$ cat src/rtl/if_neuron.sv
// -----------------------------------------------------------------------------
// if_neuron
//   Integrate-and-fire spiking neuron with no leak. Every rising edge the
//   weights of all active input spikes are added to an unsigned membrane
//   potential (saturating, never wrapping). When the updated potential reaches
//   threshold_potential the neuron emits a one-cycle registered spike, reloads
//   reset_potential and, optionally, ignores its inputs for refractory_period
//   cycles.
//
// Ports
//   clk       : system clock, all state changes on the rising edge
//   rst       : asynchronous, active-low reset
//   spike_in  : [num_inputs-1:0] input spikes, bit i = synapse i fires
//   spike_out : registered output spike, high for exactly one cycle per fire
// -----------------------------------------------------------------------------
module if_neuron #(
  parameter int unsigned threshold_potential = 10,
  parameter int unsigned reset_potential     = 0,
  parameter int unsigned weight_size         = 4,
  parameter int unsigned num_inputs          = 1,
  parameter int unsigned init_weight         = 1,
  parameter int unsigned potential_width     = 16,
  parameter int unsigned refractory_period   = 0
) (
  input  logic                  clk,
  input  logic                  rst,
  input  logic [num_inputs-1:0] spike_in,
  output logic                  spike_out
);

  localparam int unsigned sum_width  = potential_width + 1;
  // One extra bit over sum_width so potential + sum can never wrap before the
  // saturation check.
  localparam int unsigned next_width = potential_width + 2;
  localparam int unsigned refr_width =
    (refractory_period > 0) ? $clog2(refractory_period + 1) : 1;

  localparam logic [weight_size-1:0]     weight    = weight_size'(init_weight);
  localparam logic [potential_width-1:0] pot_max   = '1;
  localparam logic [potential_width-1:0] pot_reset = potential_width'(reset_potential);
  localparam logic [next_width-1:0]      thresh    = next_width'(threshold_potential);
  localparam logic [refr_width-1:0]      refr_load = refr_width'(refractory_period);

  logic [potential_width-1:0] pot_q, pot_d;
  logic [refr_width-1:0]      refr_q, refr_d;
  logic                       spike_q, spike_d;

  logic [sum_width-1:0]       syn_sum;
  logic [next_width-1:0]      raw_next;
  logic [potential_width-1:0] sat_next;
  logic                       fire;

  // Synaptic sum: every synapse carries the same elaboration-time weight.
  always_comb begin
    // NOTE: every combinational output gets a default first so no path through
    // the block leaves it unassigned, which would otherwise infer a latch.
    syn_sum = '0;
    for (int i = 0; i < int'(num_inputs); i++) begin
      if (spike_in[i]) syn_sum = syn_sum + sum_width'(weight);
    end
  end

  // Integrate with saturation at the top of the potential range.
  always_comb begin
    raw_next = {2'b00, pot_q} + {1'b0, syn_sum};
    sat_next = (raw_next > {2'b00, pot_max}) ? pot_max : raw_next[potential_width-1:0];
    fire     = ({2'b00, sat_next} >= thresh);
  end

  // Next-state: refractory cycles freeze the potential and drain the counter;
  // otherwise integrate and fire at most once, discarding any overshoot.
  always_comb begin
    pot_d   = pot_q;
    refr_d  = refr_q;
    spike_d = 1'b0;
    if (refr_q != '0) begin
      refr_d = refr_q - 1'b1;
    end else if (fire) begin
      spike_d = 1'b1;
      pot_d   = pot_reset;
      refr_d  = refr_load;
    end else begin
      pot_d   = sat_next;
    end
  end

  // NOTE: state registers use non-blocking assignments so every flop samples
  // the pre-edge values, independent of statement order between blocks.
  always_ff @(posedge clk or negedge rst) begin
    if (!rst) begin
      pot_q   <= pot_reset;
      refr_q  <= '0;
      spike_q <= 1'b0;
    end else begin
      pot_q   <= pot_d;
      refr_q  <= refr_d;
      spike_q <= spike_d;
    end
  end

  assign spike_out = spike_q;

endmodule

$ cat config.mk
export PLATFORM = sky130hd
export DESIGN_NAME = if_neuron
export DESIGN_NICKNAME = d
export VERILOG_FILES = /design/src/rtl/if_neuron.sv
export SDC_FILE = /design/constraint.sdc
export NUM_CORES = 1
export LEC_CHECK = 0
export CAP_MARGIN = 20
export CORE_MARGIN = 10
export CORE_UTILIZATION = 45
export DETAILED_ROUTE_END_ITERATION = 7
export PLACE_DENSITY = 0.7
export RECOVER_POWER = 100
export SLEW_MARGIN = 20
export SYNTH_ARGS = -nofsm -noshare
export SYNTH_HDL_FRONTEND = slang
export SYNTH_SLANG_ARGS = --single-unit
$ cat constraint.sdc
create_clock -name clk -period 2 [get_ports clk]
set_input_delay 0.2 -clock clk [delete_from_list [all_inputs] [get_ports clk]]
set_output_delay 0.2 -clock clk [all_outputs]
set_load 0.05 [all_outputs]
==> results by group, run 1 <==
Clock tree
  • Worst-path clk slew: 0.09 ns
  • Clk_lat worst skew: 0.29 ns
  • CTS tree: done
  • TritonCTS buffer count: 3
  • CTS sink cnt: 17
  • H-tree Lvls: 1
  • CTS root buf: clkbuf_4
  • Clk buf depth: 2
  • Cts hold-fix bufs: 0

Floorplanning
  • Core ar.: 1940 µm²
  • Initial Util: 0.470
  • Full die area: 4230 µm²
  • Die X: 65.0 µm
  • Boundary pin count: 4
  • Row count: 16
  • Die H: 65.0 µm

Yosys
  • Area contributors post-synth: dfrtp_1 47%, nor4_1 4.8%, nand2_1 4.1%
  • Count leader, synth: dfrtp_1
  • Syn avg cell area: 11.1 µm²
  • Main synth FF type: dfrtp_1
  • #FFs+latches synth: 17
  • Syn Std Cell Area: 912 µm²
  • FFs w/ async S/R, synth: 1.00
  • Post-synth top area cell: dfrtp_1
  • Post-synth EDFFs: 0
  • Post-synth cell types: 31
  • Synth top cells by count: 17 x dfrtp_1, 10 x nand2_1, 7 x nor4_1
  • YS warnings: 0
  • Seq/Total Area, Yosys: 0.466
  • Cells after Synth: 82
  • Synth top area share: 0.466

STA
  • Final worst slack: -0.0170 ns
  • # setup viols final: 1
  • Max Transition Viols Final: 0
  • Worst slew pin tran: 0.745 ns
  • RSZ-0062 raised after global routing: true
  • Slew headroom: 0.501
  • Worst hold slack: 0.406 ns
  • Setup_tns: -0.0170 ns
  • Fin. Hold Viols: 0
  • Clock Skews: 0.00312 ns
  • Crit share post-route: 1.01
  • Fmax: 496 MHz
  • Minimum clock period: 2.02 ns

Finish
  • Area occupied by multi-input gates: 576 µm²
  • Sequential cell area: 430 µm²
  • Layout area overhead: 32.5%
  • Nets: 119
  • Antenna diode count: 0
  • Share of post-route cells with drive strength above 1: 0.336
  • Fin area: 1210 µm²
  • Finished Core Util: 0.622
  • Filler cells: 176

Drt
  • Total wire length: 1830 µm
  • Initial drt markers: 17
  • DR pass1 iterations: 4
  • Average vias per placed instance: 5.26
  • Routed len/inst: 13.0 µm
  • DRT antenna net count: 0
  • Via count: 737
  • # DRC: 0

GRT
  • GRT Util Overall: 0.0926
  • Vias in the first global route: 686
  • Largest net degree at the start of global routing: 18
  • GRT overflow: 0
  • First-pass GRT wire length: 3020 µm
  • Antenna violations before repair: 0

Power
  • Pleak: 0.510 nW
  • Worst vdd ir: 0.451 mV
  • Power Density: 500 nW/µm²
  • Final Power: 0.000604 W

Setup path
  • R2r startpoint: pot_q[0]
  • R2R cell count: 5
  • Worst Path Required: 2.17 ns
  • Crit path capture type: register
  • Worst R2R End: spike_out
  • Reg2Reg Setup Slack: -0.02 ns
  • Critical path startpoint category: register
  • Critical path peak fanout: 3
  • CP arrival: 2.19 ns
  • Worst Path Class, Setup: reg -> reg

Run status
  • Failing checks: setup timing
  • Status: finished, violations left

Placed design
  • Placed Area: 1100 µm²
  • Post-DP HPWL: 1340 µm
  • Placer Congestion: 0.829
  • I/O Buffers: 3

Hold path
  • HP Class: in -> async

Run
  • Total of max-cap violations: 0
cells in the final DEF (no fill, tap or decap), types with 3 or more instances in the layout:
cell type	count
buf_4	14
o21ai_0	3
xnor2_1	3
nand3_1	6
dfrtp_2	4
nor4_2	3
nor3_1	3
nand2_1	9
nor4_1	4
clkbuf_4	3
dfrtp_1	13
conb_1	12
worst max-delay path, cell delays in order (launching register included):
cell and delay [ns]:
dfrtp_1 0.42, ha_2 0.20, and3_4 0.18, a211o_4 0.33, a211o_1 0.27, or4b_1 0.50
registers in the layout, indices dropped and copies added (netlist names):
signal	flops
pot_q	16
spike_out	1
how the worst max path moves through the flow:
stage,to,from,slack (ns)
after floorplan,spike_out,pot_q[0],0.01
after global placement,spike_out,spike_in,-0.29
after detailed placement,spike_out,spike_in,-0.31
after CTS,spike_out,pot_q[0],0.009
after global routing,spike_out,pot_q[0],-0.11
final,spike_out,pot_q[0],-0.02
per-layer routing:
layer	GRT usage	share of wire	wire [µm]	up-vias
met4	0.0561	0.021	38	0
met1	0.109	0.43	794	351
met5	0	0	0	-
met2	0.143	0.51	924	9
li1	-	-	-	372
met3	0.0309	0.038	69	5
cell families after synthesis:
logic type	count (synthesis)	synth area share
AO/OA/AOI/OAI	11	0.0988
XOR/XNOR	5	0.0480
adder cells (fa/ha/maj)	2	0.0274
buffers and inverters	2	0.0165
flip-flops	17	0.466
multiplexers	2	0.0219
other	1	0.00411
AND/OR/NAND/NOR	42	0.317
per-stage QoR:
stage               instances  setup slack [ns]
global placement          134            -0.289
CTS                       138           0.00859
finish                    140           -0.0170
detailed placement        134            -0.312
global route              140            -0.110
floorplan                  93            0.0111
area by class of cell:
class	instances	share of cell area
Sequential cell	17	0.356
Tap cell	27	0.0280
Clock buffer	4	0.0217
Timing Repair Buffer	18	0.118
Multi-Input combinational cell	74	0.476
power breakdown:
group / switching [W] / total [W] / internal (W)
Combinational: 0.0000255 / 0.0000469 / 0.0000214
Sequential: 0.0000180 / 0.000374 / 0.000357
Clock: 0.000105 / 0.000182 / 0.0000777
timing repair:
action                     in CTS  in global routing
setup endpoints to repair       1                  5
resized for setup               1                 14
pin swaps                       1                  5
setup buffers                   0                  2
No activity file was read; power rests on OpenSTA's default activity.
==> inputs of run 2 (changes only) <==
--- a/config.mk
+++ b/config.mk
@@ -6,9 +6,9 @@
 export NUM_CORES = 1
 export LEC_CHECK = 0
 export CAP_MARGIN = 20
-export CORE_MARGIN = 10
 export CORE_UTILIZATION = 45
 export DETAILED_ROUTE_END_ITERATION = 7
+export MAX_ROUTING_LAYER = met4
 export PLACE_DENSITY = 0.7
 export RECOVER_POWER = 100
 export SLEW_MARGIN = 20
==> run 2 against run 1 <==
The flow now finishes without violations; total power is 0.40% higher; global-route usage rose by 11 points; worst setup slack better by 0.035 ns; via count is 6.2% higher; worst hold slack better by 0.0058 ns; sequential share of layout area shrank 1.7 points; critical path depth unchanged; register-to-register slack gained 0.04 ns; clock-buffer cell count unchanged; non-clock buffer count up 4; critical endpoint unchanged; largest cell class unchanged.
==> results by group, run 2 (synthesized netlist as in run 1, its figures left out) <==
Floorplanning
  • Boundary pin count: 4 (unchanged)
  • Die X: 47.0 µm (was 65.0 µm)
  • Full die area: 2210 µm² (was 4230 µm²)
  • Core ar.: 1820 µm² (was 1940 µm²)
  • Row count: 15 (was 16)
  • Die H: 47.0 µm (was 65.0 µm)
  • Initial Util: 0.501 (was 0.470)

Drt
  • Average vias per placed instance: 5.51 (was 5.26)
  • # DRC: 0 (unchanged)
  • DRT antenna net count: 0 (unchanged)
  • Total wire length: 2120 µm (was 1830 µm)
  • DR pass1 iterations: 4 (unchanged)
  • Via count: 783 (was 737)
  • Initial drt markers: 31 (was 17)
  • Routed len/inst: 15.0 µm (was 13.0 µm)

Power
  • Clock power frac: 0.288 (was 0.302)
  • Worst vdd ir: 0.529 mV (was 0.451 mV)
  • Pleak: 0.527 nW (was 0.510 nW)
  • Reg power frac: 0.619 (was 0.620)
  • Power Density: 476 nW/µm² (was 500 nW/µm²)
  • Switching Fraction: 0.239 (was 0.245)
  • Cell internal pwr: 0.000461 W (was 0.000456 W)
  • Net Switching: 0.000145 W (was 0.000148 W)
  • Gate power share: 0.092 (was 0.078)

Setup path
  • Crit path capture type: register (unchanged)
  • Critical path peak fanout: 3 (unchanged)
  • Worst-path cell with the longest stage delay: or4b_1 (unchanged)
  • CP peak stage delay: 0.46 ns (was 0.50 ns)
  • Worst Path Required: 2.16 ns (was 2.17 ns)
  • CP arrival: 2.14 ns (was 2.19 ns)
  • Crit path max-delay family: simple AND/OR/NAND/NOR gates (unchanged)
  • Critical path startpoint category: register (unchanged)
  • Worst-path cell chain: ha_4 -> and3_4 -> a211o_2 -> a211o_1 -> or4b_1 (was ha_2 -> and3_4 -> a211o_4 -> a211o_1 -> or4b_1)
  • Buf/Inv on CP: 0 (unchanged)
  • Worst Path Class, Setup: reg -> reg (unchanged)

Hold path
  • HP Class: in -> async (unchanged)

Clock tree
  • TritonCTS buffer count: 3 (unchanged)
  • CTS tree: done (unchanged)
  • Clk_lat worst skew: 0.28 ns (was 0.29 ns)
  • Clk buf depth: 2 (unchanged)
  • Cts hold-fix bufs: 0 (unchanged)
  • Worst-path clk slew: 0.09 ns (about the same)
  • CTS sink cnt: 17 (unchanged)
  • H-tree Lvls: 1 (unchanged)
  • CTS root buf: clkbuf_4 (unchanged)

Placed design
  • Post-DP HPWL: 1400 µm (was 1340 µm)
  • Dpl cells: 129 (was 134)
  • Placer Congestion: 0.882 (was 0.829)
  • I/O Buffers: 3 (unchanged)

Run
  • Total of max-cap violations: 0 (unchanged)

GRT
  • Largest net degree at the start of global routing: 18 (unchanged)
  • Antenna violations before repair: 0 (unchanged)
  • Vias in the first global route: 693 (was 686)
  • First-pass GRT wire length: 2940 µm (was 3020 µm)
  • GRT Util Overall: 0.206 (was 0.0926)
  • GRT overflow: 0 (unchanged)

Finish
  • Share of post-route cells with drive strength above 1: 0.376 (was 0.336)
  • Commonest non-fill, non-tap cells in the layout: 18 x buf_4, 12 x dfrtp_1, 12 x conb_1, 8 x nand2_1, 6 x nand3_1 (was 14 x buf_4, 13 x dfrtp_1, 12 x conb_1, 9 x nand2_1, 6 x nand3_1)
  • Nets: 123 (was 119)
  • Max reg flops: 16 (unchanged)
  • Antenna diode count: 0 (unchanged)
  • Post-Layout Cell Count: 142 (was 140)
  • Most flop-heavy register: pot_q (unchanged)
  • Finished Core Util: 0.699 (was 0.622)
  • Layout area overhead: 39.5% (was 32.5%)
  • Commonest non-fill, non-tap cell in the layout: buf_4 (unchanged)

STA
  • Worst hold slack: 0.412 ns (was 0.406 ns)
  • RSZ-0062 raised after global routing: true (unchanged)
  • Max Transition Viols Final: 0 (unchanged)
  • Minimum clock period: 1.98 ns (was 2.02 ns)
  • Fmax: 505 MHz (was 496 MHz)
  • Fin. Hold Viols: 0 (unchanged)
  • # setup viols final: 0 (was 1)
  • Worst slew pin tran: 0.726 ns (was 0.745 ns)
  • Crit share post-route: 0.991 (was 1.01)
  • Clock Skews: 0.00296 ns (was 0.00312 ns)
  • Setup_tns: 0 ns (was -0.0170 ns)
  • Slew headroom: 0.514 (was 0.501)

Run status
  • Status: complete, no violations (was finished, violations left)
==> run 2: metal layers <==
layer,wire [µm],part of all wire,GRT usage
met4,14,0.0066,0.109
met3,129,0.061,0.0154
met2,1070,0.51,0.308
met1,905,0.43,0.279
met5,0,0,-
==> run 2: worst paths after layout <==
path	start	to	slack [ns]	cells after the start
setup / recovery	pot_q[0]	spike_out	0.02	5
hold / removal	rst	pot_q[12]	0.41	1
setup reg to reg	pot_q[0]	spike_out	0.02	5
hold reg to reg	pot_q[12]	spike_out	0.68	2
max in group asynchronous	rst	pot_q[0]	1.09	1
min in group clk	spike_in	pot_q[0]	0.45	4
==> run 2: cell type report <==
cell class / instances / area [µm²]
Multi-Input combinational cell: 74 / 604
Fill cell: 142 / 548
Sequential cell: 17 / 432
Timing Repair Buffer: 22 / 179
Tap cell: 25 / 31.3
Clock buffer: 4 / 26.3
==> run 2: power groups by stage <==
stage               combinational [W]  clock [W]  sequential (W)
floorplan                   0.0000240          0        0.000375
global placement            0.0000420          0        0.000378
detailed placement          0.0000430          0        0.000379
CTS                         0.0000495   0.000183        0.000372
global route                0.0000633   0.000190        0.000377
finish                      0.0000560   0.000175        0.000375
==> run 2: worst register-to-register path, stage by stage, from the launching register on <==
cell     delay, ns
dfrtp_2       0.45
ha_4          0.18
and3_4        0.18
a211o_2       0.32
a211o_1       0.28
or4b_1        0.46
==> run 2: through the flow <==
step / area (µm²) / setup slack [ns] / power, W
after floorplan: 958 / 0.0111 / 0.000399
after global placement: 1080 / -0.313 / 0.000420
after detailed placement: 1080 / -0.363 / 0.000422
after CTS: 1150 / 0.000493 / 0.000604
after global routing: 1270 / -0.0306 / 0.000630
final: 1270 / 0.0181 / 0.000606
==> run 2: repair_timing <==
action                                  CTS  global route
pin swaps                                 3             9
buffers inserted                          3             6
gates resized for setup                   5            16
endpoints found under the setup margin    1             4
